$ cat config.mk
export PLATFORM = sky130hd
export DESIGN_NAME = mc8123_fetch_ctrl_flat
export DESIGN_NICKNAME = d
export VERILOG_FILES = /design/src/rtl/mc8123_pkg.sv /design/src/rtl/mc8123_fetch_ctrl_if.sv /design/src/rtl/mc8123_key_loader.sv /design/src/rtl/mc8123_fetch_ctrl.sv /design/src/flat_wrapper.sv
export SDC_FILE = /design/constraint.sdc
export NUM_CORES = 1
export LEC_CHECK = 0
export ABC_AREA = 1
export CAP_MARGIN = 25
export CORE_MARGIN = 2
export CORE_UTILIZATION = 37
export DETAILED_ROUTE_END_ITERATION = 16
export MAX_ROUTING_LAYER = met4
export PLACE_DENSITY = 0.86
export SLEW_MARGIN = 20
export SYNTH_ARGS = -nofsm -noshare
export SYNTH_HDL_FRONTEND = slang
export SYNTH_SLANG_ARGS = --single-unit
$ cat constraint.sdc
create_clock -name clk -period 1.74 [get_ports clk]
set_input_delay 0.174 -clock clk [delete_from_list [all_inputs] [get_ports clk]]
set_output_delay 0.174 -clock clk [all_outputs]
set_load 0.01 [all_outputs]
$ cat src/rtl/mc8123_pkg.sv
// mc8123 fetch path: shared types and constants.
// Used by the fetch controller and the key loader.
package mc8123_pkg;

  localparam int KEY_BYTES = 8192;
  localparam int KEY_AW    = 13;

  localparam logic [KEY_AW:0] KEY_FULL =
    KEY_BYTES[KEY_AW:0];

  localparam logic [15:0] DEC_LIMIT_DEF = 16'h8000;

  typedef enum logic [1:0] {
    IDLE,
    FETCH,
    DEC,
    DONE
  } state_t;

endpackage

$ cat src/rtl/mc8123_fetch_ctrl_if.sv
// mc8123 ROM request/acknowledge bus.
// master = fetch controller, slave = ROM arbiter.
interface mc8123_fetch_ctrl_if;

  logic        rom_req;
  logic [15:0] rom_addr;
  logic        rom_ack;
  logic [7:0]  rom_data;

  modport master (
    output rom_req,
    output rom_addr,
    input  rom_ack,
    input  rom_data
  );

  modport slave (
    input  rom_req,
    input  rom_addr,
    output rom_ack,
    output rom_data
  );

endinterface

$ cat src/rtl/mc8123_key_loader.sv
// mc8123 key download: byte counter, key RAM write
// port drive and key_valid tracking.
module mc8123_key_loader
  import mc8123_pkg::*;
(
  input  logic              clk,
  input  logic              reset,
  input  logic              dl_active,
  input  logic              dl_wr,
  input  logic [7:0]        dl_data,
  output logic              key_we,
  output logic [KEY_AW-1:0] key_waddr,
  output logic [7:0]        key_wdata,
  output logic              key_valid,
  output logic              dl_rise
);

  logic              r_dl_prev;
  logic [KEY_AW:0]   r_cnt;
  logic              r_key_valid;
  logic [KEY_AW:0]   w_cnt;
  logic              w_full;
  logic              w_dl_fall;

  assign dl_rise   = dl_active & ~r_dl_prev;
  assign w_dl_fall = ~dl_active & r_dl_prev;
  assign w_cnt     = dl_rise ? '0 : r_cnt;
  assign w_full    = (w_cnt == KEY_FULL);

  // bytes past a full key are dropped
  assign key_we    = dl_active & dl_wr & ~w_full;
  assign key_waddr = w_cnt[KEY_AW-1:0];
  assign key_wdata = dl_data;
  assign key_valid = r_key_valid;

  // counter and validity follow dl_active edges
  always_ff @(posedge clk) begin
    if (reset) begin
      r_dl_prev   <= 1'b0;
      r_cnt       <= '0;
      r_key_valid <= 1'b0;
    end else begin
      r_dl_prev <= dl_active;
      r_cnt     <= w_cnt + {{KEY_AW{1'b0}}, key_we};
      if (dl_rise)
        r_key_valid <= 1'b0;
      else if (w_dl_fall)
        r_key_valid <= (r_cnt == KEY_FULL);
    end
  end

endmodule

$ cat src/rtl/mc8123_fetch_ctrl.sv
// mc8123 fetch sequencer: ROM fetch, key lookup, decrypt.
// MC8123_OPCACHE_EN adds a one-entry decrypted-byte cache.
module mc8123_fetch_ctrl
  import mc8123_pkg::*;
#(
  parameter logic [15:0] DEC_LIMIT = DEC_LIMIT_DEF
) (
  input  logic              clk,
  input  logic              reset,
  input  logic              cpu_rd,
  input  logic              cpu_m1,
  input  logic [15:0]       cpu_a,
  output logic              cpu_wait,
  output logic [7:0]        cpu_d,
  mc8123_fetch_ctrl_if.master rom,
  output logic [KEY_AW-1:0] key_addr,
  output logic              key_we,
  output logic [7:0]        key_wdata,
  input  logic [7:0]        key_rdata,
  output logic              dec_m1,
  output logic [15:0]       dec_a,
  input  logic [KEY_AW-1:0] dec_key_a,
  output logic [7:0]        dec_key_d,
  output logic [7:0]        dec_prog_d,
  input  logic [7:0]        dec_d,
  input  logic              dl_active,
  input  logic              dl_wr,
  input  logic [7:0]        dl_data,
  output logic              key_valid
);

  state_t            r_state;
  state_t            w_next;
  logic              r_rd_prev;
  logic [15:0]       r_a;
  logic              r_m1;
  logic              r_wait;
  logic [7:0]        r_d;
  logic              r_req;
  logic [7:0]        r_kd;
  logic [7:0]        r_pd;
  logic              r_first;
  logic              r_second;
  logic              r_byp;
  logic              w_rise;
  logic              w_ack;
  logic              w_byp;
  logic              w_hit;
  logic [7:0]        w_done_d;
  logic              w_key_valid;
  logic              w_dl_rise;
  logic              w_dl_we;
  logic [KEY_AW-1:0] w_dl_addr;

  mc8123_key_loader u_loader (
    .clk       (clk),
    .reset     (reset),
    .dl_active (dl_active),
    .dl_wr     (dl_wr),
    .dl_data   (dl_data),
    .key_we    (w_dl_we),
    .key_waddr (w_dl_addr),
    .key_wdata (key_wdata),
    .key_valid (w_key_valid),
    .dl_rise   (w_dl_rise)
  );

  assign key_we    = w_dl_we;
  assign key_addr  = dl_active ? w_dl_addr : dec_key_a;
  assign key_valid = w_key_valid;

  assign cpu_wait     = r_wait;
  assign cpu_d        = r_d;
  assign rom.rom_req  = r_req;
  assign rom.rom_addr = r_a;
  assign dec_m1       = r_m1;
  assign dec_a        = r_a;
  assign dec_key_d    = r_kd;
  assign dec_prog_d   = r_pd;

  assign w_rise = cpu_rd & ~r_rd_prev;
  assign w_ack  = r_req & rom.rom_ack;
  assign w_byp  = (r_a >= DEC_LIMIT) | ~w_key_valid
                | dl_active;

`ifdef MC8123_OPCACHE_EN
  logic        r_c_valid;
  logic [16:0] r_c_tag;
  logic [7:0]  r_c_data;
  logic        r_hit;

  assign w_hit = r_c_valid
               & (r_c_tag == {cpu_m1, cpu_a});

  // fill on each decrypted result, drop on new key
  always_ff @(posedge clk) begin
    if (reset || w_dl_rise) begin
      r_c_valid <= 1'b0;
    end else if (r_state == DONE && !r_hit
                 && !(r_byp | w_byp)) begin
      r_c_valid <= 1'b1;
      r_c_tag   <= {r_m1, r_a};
      r_c_data  <= dec_d;
    end
  end

  // remember whether this fetch came from the cache
  always_ff @(posedge clk) begin
    if (reset)
      r_hit <= 1'b0;
    else if (r_state == IDLE && w_rise)
      r_hit <= w_hit;
  end
`else
  assign w_hit = 1'b0;
`endif

  // byte handed to the CPU when the fetch completes
  always_comb begin
    w_done_d = (r_byp | w_byp) ? r_pd : dec_d;
`ifdef MC8123_OPCACHE_EN
    if (r_hit)
      w_done_d = r_c_data;
`endif
  end

  // next state; an ack in the first FETCH cycle waits
  // one extra cycle so the key byte is captured first
  always_comb begin
    w_next = r_state;
    unique case (r_state)
      IDLE:
        if (w_rise)
          w_next = w_hit ? DONE : FETCH;
      FETCH:
        if (w_ack)
          w_next = w_byp ? DONE
                 : (r_first ? FETCH : DEC);
        else if (!r_req)
          w_next = w_byp ? DONE : DEC;
      DEC:
        w_next = DONE;
      DONE:
        w_next = IDLE;
      default:
        w_next = IDLE;
    endcase
  end

  // state register
  always_ff @(posedge clk) begin
    if (reset)
      r_state <= IDLE;
    else
      r_state <= w_next;
  end

  // fetch datapath and CPU/ROM handshake registers
  always_ff @(posedge clk) begin
    if (reset) begin
      r_rd_prev <= 1'b0;
      r_a       <= '0;
      r_m1      <= 1'b0;
      r_wait    <= 1'b0;
      r_d       <= 8'hFF;
      r_req     <= 1'b0;
      r_kd      <= '0;
      r_pd      <= '0;
      r_first   <= 1'b0;
      r_second  <= 1'b0;
      r_byp     <= 1'b0;
    end else begin
      r_rd_prev <= cpu_rd;
      unique case (r_state)
        IDLE: begin
          if (w_rise) begin
            r_a      <= cpu_a;
            r_m1     <= cpu_m1;
            r_wait   <= 1'b1;
            r_req    <= ~w_hit;
            r_first  <= 1'b1;
            r_second <= 1'b0;
            r_byp    <= 1'b0;
          end
        end
        FETCH: begin
          r_first  <= 1'b0;
          r_second <= r_first;
          if (r_second)
            r_kd <= key_rdata;
          if (w_ack) begin
            r_pd  <= rom.rom_data;
            r_req <= 1'b0;
            r_byp <= w_byp;
          end else if (!r_req) begin
            r_byp <= w_byp;
          end
        end
        DONE: begin
          r_wait <= 1'b0;
          r_d    <= w_done_d;
        end
        default: begin
        end
      endcase
    end
  end

endmodule
$ cat src/flat_wrapper.sv
// flat-port wrapper written by rule: the top's interface ports become plain ports
module mc8123_fetch_ctrl_flat import mc8123_pkg::*;
#(
  parameter logic [15:0] DEC_LIMIT = DEC_LIMIT_DEF
)
  (clk, reset, cpu_rd, cpu_m1, cpu_a, cpu_wait, cpu_d, key_addr, key_we, key_wdata, key_rdata, dec_m1, dec_a, dec_key_a, dec_key_d, dec_prog_d, dec_d, dl_active, dl_wr, dl_data, key_valid, rom_rom_req, rom_rom_addr, rom_rom_ack, rom_rom_data);
  mc8123_fetch_ctrl_if rom_i ();
  input  logic clk;
  input  logic reset;
  input  logic cpu_rd;
  input  logic cpu_m1;
  input  logic [15:0] cpu_a;
  output logic cpu_wait;
  output logic [7:0] cpu_d;
  output logic [KEY_AW-1:0] key_addr;
  output logic key_we;
  output logic [7:0] key_wdata;
  input  logic [7:0] key_rdata;
  output logic dec_m1;
  output logic [15:0] dec_a;
  input  logic [KEY_AW-1:0] dec_key_a;
  output logic [7:0] dec_key_d;
  output logic [7:0] dec_prog_d;
  input  logic [7:0] dec_d;
  input  logic dl_active;
  input  logic dl_wr;
  input  logic [7:0] dl_data;
  output logic key_valid;
  output wire logic [$bits(rom_i.rom_req)-1:0] rom_rom_req;
  output wire logic [$bits(rom_i.rom_addr)-1:0] rom_rom_addr;
  input wire logic [$bits(rom_i.rom_ack)-1:0] rom_rom_ack;
  input wire logic [$bits(rom_i.rom_data)-1:0] rom_rom_data;
  assign rom_rom_req = rom_i.rom_req;
  assign rom_rom_addr = rom_i.rom_addr;
  assign rom_i.rom_ack = rom_rom_ack;
  assign rom_i.rom_data = rom_rom_data;
  mc8123_fetch_ctrl #(.DEC_LIMIT(DEC_LIMIT)) u_core (.clk(clk), .reset(reset), .cpu_rd(cpu_rd), .cpu_m1(cpu_m1), .cpu_a(cpu_a), .cpu_wait(cpu_wait), .cpu_d(cpu_d), .rom(rom_i), .key_addr(key_addr), .key_we(key_we), .key_wdata(key_wdata), .key_rdata(key_rdata), .dec_m1(dec_m1), .dec_a(dec_a), .dec_key_a(dec_key_a), .dec_key_d(dec_key_d), .dec_prog_d(dec_prog_d), .dec_d(dec_d), .dl_active(dl_active), .dl_wr(dl_wr), .dl_data(dl_data), .key_valid(key_valid));
endmodule
==> reports/summary.txt <==
FINISH
---------------------------------------------------------------------------------
Antenna Cells ......................................................            0
Layout net count ...................................................          649
Fillcell total .....................................................          709
Final core utilization .............................................       61.08%
Post-route standard cell area excluding fillers .................... 0.004994 sq mm
Fraction of final layout cells with drive strength greater than 1 ..       18.15%
Area growth from synthesis to final layout .........................       60.02%

STA
---------------------------------------------------------------------------------
Final setup vio count ..............................................            9
Post-route setup slack .............................................   -0.2051 ns
Highest clock frequency the design can meet ........................   0.5141 GHz
Accumulated negative setup slack ...................................   -0.9294 ns
Final hold slack ...................................................    0.3480 ns
Ratio of final minimum period to clock period ......................       111.8%
Clock period minus worst slack .....................................     1.945 ns
Actual slew at the worst max-slew pin ..............................    0.3604 ns
Endpoints failing hold .............................................            0
Final setup skew ...................................................  0.009084 ns
Relative slew slack ................................................       75.91%
RSZ-0062 raised after global routing ...............................         true
Max Transition Viols Final .........................................            0

POWER AND IR DROP
---------------------------------------------------------------------------------
Internal power summed over all cells ...............................      3086 uW
Clock group share of total power ...................................        41.6%
Max IR drop VDD ....................................................     381.6 uV
Sw frac ............................................................       24.27%
Sequential power share .............................................        40.4%
Net Sw Power .......................................................     989.0 uW
Static power due to leakage ........................................  0.002009 uW
Combinational share of power .......................................        18.0%
Total power density per cell area .................................. 816.1 mW/mm^2

DETAILED ROUTING
---------------------------------------------------------------------------------
Via-to-Cell Ratio ..................................................        4.817
Routed length per placed instance ..................................     12.95 um
DRC violations left ................................................            0
Drt total wl .......................................................      8925 um
1st-iter DRT viols .................................................          124
ANT nets after route ...............................................            0
Via count ..........................................................         3319
1st-pass router iterations .........................................            6

PLACED DESIGN
---------------------------------------------------------------------------------
Post-detail-place hpwl .............................................      6757 um
Placed inst area ................................................... 0.004661 sq mm
Global placer's final weighted congestion ..........................       0.9330
IO Port Bufs .......................................................          133

CRITICAL PATH
---------------------------------------------------------------------------------
Cell type with the highest occurrence count on the critical path ... sky130_fd_sc_hd__nand2_1
Worst-path maximum fanout ..........................................            7
Depth of the most critical reg-to-reg path .........................           12
Critical path start-end classification ............................. flip-flop to output port
Reg2reg start ...................................................... u_core.u_loader.r_dl_prev$_SDFF_PP0_
Delay of the slowest critical-path stage ...........................      0.53 ns
Critical path, cell by cell ........................................ inv_2 -> nand2_8 -> inv_1 -> nor2_2 -> nand2_1 -> nand2_1 -> clkdlybuf4s50_1
Master of the slowest instance on the critical path ................ sky130_fd_sc_hd__clkdlybuf4s50_1
R2R setup slack ....................................................     -0.04 ns
Critical path capture point type ...................................  output port
Type of element launching the critical path ........................    flip-flop
Required time at the worst-slack endpoint ..........................      1.57 ns
Reg-to-reg endpoint ................................................ u_core.u_loader.r_cnt[8]$_SDFF_PP0_
Arrival time worst endpoint ........................................      1.77 ns

GLOBAL ROUTE
---------------------------------------------------------------------------------
First-pass GRT wire length .........................................     14840 um
Pin count of the biggest net entering global routing ...............           37
Antenna violations before repair ...................................            0
Via count of the first global-routing pass .........................         3442
Global Route Usage Sum .............................................       20.82%
Grt ovf ............................................................            0

YOSYS
---------------------------------------------------------------------------------
Sequential cell area fraction in the yosys report ..................       41.70%
Cell type with the highest aggregate area in the netlist ........... sky130_fd_sc_hd__dfxtp_1
Mapped Cells .......................................................          437
Count of yosys warnings during synthesis ...........................            0
Seq cells post-synth ...............................................           65
Most frequently used flop master after synthesis ................... sky130_fd_sc_hd__dfxtp_1
Post-synth EDFFs ...................................................            0
Async set or reset register ratio after synthesis ..................           0%
Net count after synthesis ..........................................          507
Portion of synthesized cell area occupied by the leading cell type .       41.70%
Most frequently used cell type in the post-synthesis netlist ....... sky130_fd_sc_hd__nor2_1
Cell Area, Synth ................................................... 0.003120 sq mm
Synth cell types ...................................................           32
Syn avg cell area ..................................................  7.141 sq um
Dominant cells by area after synthesis ............................. sky130_fd_sc_hd__dfxtp_1 (42%), sky130_fd_sc_hd__nor2_1 (8.9%), sky130_fd_sc_hd__nand2_1 (7.9%)
Top cells by instance count after synthesis ........................ sky130_fd_sc_hd__nor2_1 (74), sky130_fd_sc_hd__nand2_1 (66), sky130_fd_sc_hd__dfxtp_1 (65)

HOLD PATH
---------------------------------------------------------------------------------
Hold crit path type ................................................ primary input to output port
Worst hold stages ..................................................            0
Capture endpoint of the worst hold path ............................ key_wdata[2]
Hold path start ....................................................   dl_data[2]

FLOW RUN
---------------------------------------------------------------------------------
Maximum capacitance violations .....................................            0

FLOORPLAN
---------------------------------------------------------------------------------
Placeable core area ................................................ 0.008175 sq mm
Number of placement rows ...........................................           33
Initial Utilization ................................................       38.17%
I/O pin count ......................................................          150
Die Span X .........................................................     95.84 um
Floorplan die area ................................................. 0.009184 sq mm
Die outline height .................................................     95.84 um

CLOCK NETWORK
---------------------------------------------------------------------------------
TritonCTS clock tree ...............................................          yes
Number of H-tree levels ............................................            3
Number of buffers added for setup after CTS ........................            0
Quantity of hold-fixing buffers added after cts ....................            0
Clock Pin Slew Worst Setup and Hold Paths ..........................      0.07 ns
TritonCTS sink count ...............................................           65
Bufs on Longest Clock Path .........................................            2
CTS Buf Count ......................................................            9
Clock tree root driver cell ........................................ sky130_fd_sc_hd__clkbuf_8
Worst skew pair latency ............................................      0.34 ns

STATUS
---------------------------------------------------------------------------------
Failing checks ..................................................... negative setup slack
Outcome ............................................................ finished, violations left

-- stage by stage --
step	power, uW	setup WS, ns	cells
after detailed placement	2420	-0.3906	673
after floorplan	2036	-0.1259	437
after CTS	4117	-0.2147	689
after global placement	2395	-0.3079	673
after global routing	4272	-0.3133	689
final	4075	-0.2051	689
-- cells in the final DEF (no fill, tap or decap), types with 3 or more instances in the layout --
master and count:
sky130_fd_sc_hd__clkdlybuf4s15_2 3, sky130_fd_sc_hd__nor3_1 3, sky130_fd_sc_hd__a21oi_1 36, sky130_fd_sc_hd__nor2_4 7, sky130_fd_sc_hd__buf_4 35, sky130_fd_sc_hd__dlygate4sd2_1 6
sky130_fd_sc_hd__nand2_2 5, sky130_fd_sc_hd__nor2_2 4, sky130_fd_sc_hd__nand3_1 20, sky130_fd_sc_hd__clkbuf_8 9, sky130_fd_sc_hd__inv_1 37, sky130_fd_sc_hd__nor2_1 69
sky130_fd_sc_hd__bufinv_16 4, sky130_fd_sc_hd__dfxtp_2 6, sky130_fd_sc_hd__o21ai_0 42, sky130_fd_sc_hd__o21ai_1 13, sky130_fd_sc_hd__inv_2 8, sky130_fd_sc_hd__clkdlybuf4s50_1 122
sky130_fd_sc_hd__nand3_2 4, sky130_fd_sc_hd__nand2_1 62, sky130_fd_sc_hd__dfxtp_1 59, sky130_fd_sc_hd__nand4_1 3
-- worst max path at each step --
stage               slack [ns]                                  from  depth (start not counted)                                   end
global route             -0.31  u_core.u_loader.r_dl_prev$_SDFF_PP0_                          7                           key_addr[7]
global placement         -0.31                             dl_active                         12   u_core.u_loader.r_cnt[8]$_SDFF_PP0_
CTS                      -0.21  u_core.u_loader.r_dl_prev$_SDFF_PP0_                          7                           key_addr[7]
detailed placement       -0.39                             dl_active                         12  u_core.u_loader.r_cnt[12]$_SDFF_PP0_
finish                   -0.21  u_core.u_loader.r_dl_prev$_SDFF_PP0_                          7                           key_addr[1]
floorplan                -0.13  u_core.u_loader.r_dl_prev$_SDFF_PP0_                         13   u_core.u_loader.r_cnt[8]$_SDFF_PP0_
-- layer usage --
metal	GRT usage, %	share of wire [%]	vias to the layer above
li1	-	-	1671
met1	22.57	40	1492
met2	37.35	51	138
met3	4.855	6.8	18
met4	7.024	1.3	0
met5	-	0	-
-- cell type report --
class                   count  area [sq um]  area share (%)
repair buffers            171          1623           32.50
multi-input cells         286          1491           29.87
flip-flops and latches     65          1309           26.21
inverters                  46         172.7           3.458
clock inverters             7         142.6           2.856
well taps                 105         131.4           2.631
clock buffers               9         123.9           2.481
-- worst max-delay path, delay by kind of cell (launching register included) --
kind | cells | cell delay, ns
DFF | 1 | 0.34
buffers and inverters | 3 | 0.73
and+or+nand+nor | 4 | 0.36
-- flip-flops by register name, summed over array words and instances (netlist names), 8 cells and up, named ones only --
register and cells:
u_core.dec_prog_d 8, u_core.dec_a 16, u_core.u_loader.r_cnt 14, u_core.dec_key_d 8, u_core.cpu_d 8
-- kinds of logic after synthesis --
family / count (synthesis) / share of synthesized area [%]
simple gates: 186 / 27.43
compound gates: 98 / 16.00
fa+ha+maj: 2 / 0.8018
buf+inv: 86 / 14.07
flops: 65 / 41.70
-- timing repair --
| item | in CTS | in global routing |
|---|---|---|
| gates resized for setup | 36 | 14 |
| setup endpoints to repair | 18 | 24 |
| pin swaps | 6 | 2 |
-- power by group through the flow --
stage | Sequential, uW | Combinational [uW] | Clock, uW
after global routing | 1660 | 808 | 1810
after floorplan | 1690 | 343 | 0
final | 1650 | 735 | 1690
after global placement | 1670 | 723 | 0
after CTS | 1650 | 740 | 1730
after detailed placement | 1680 | 739 | 0
(Power assumes the default switching activity.)
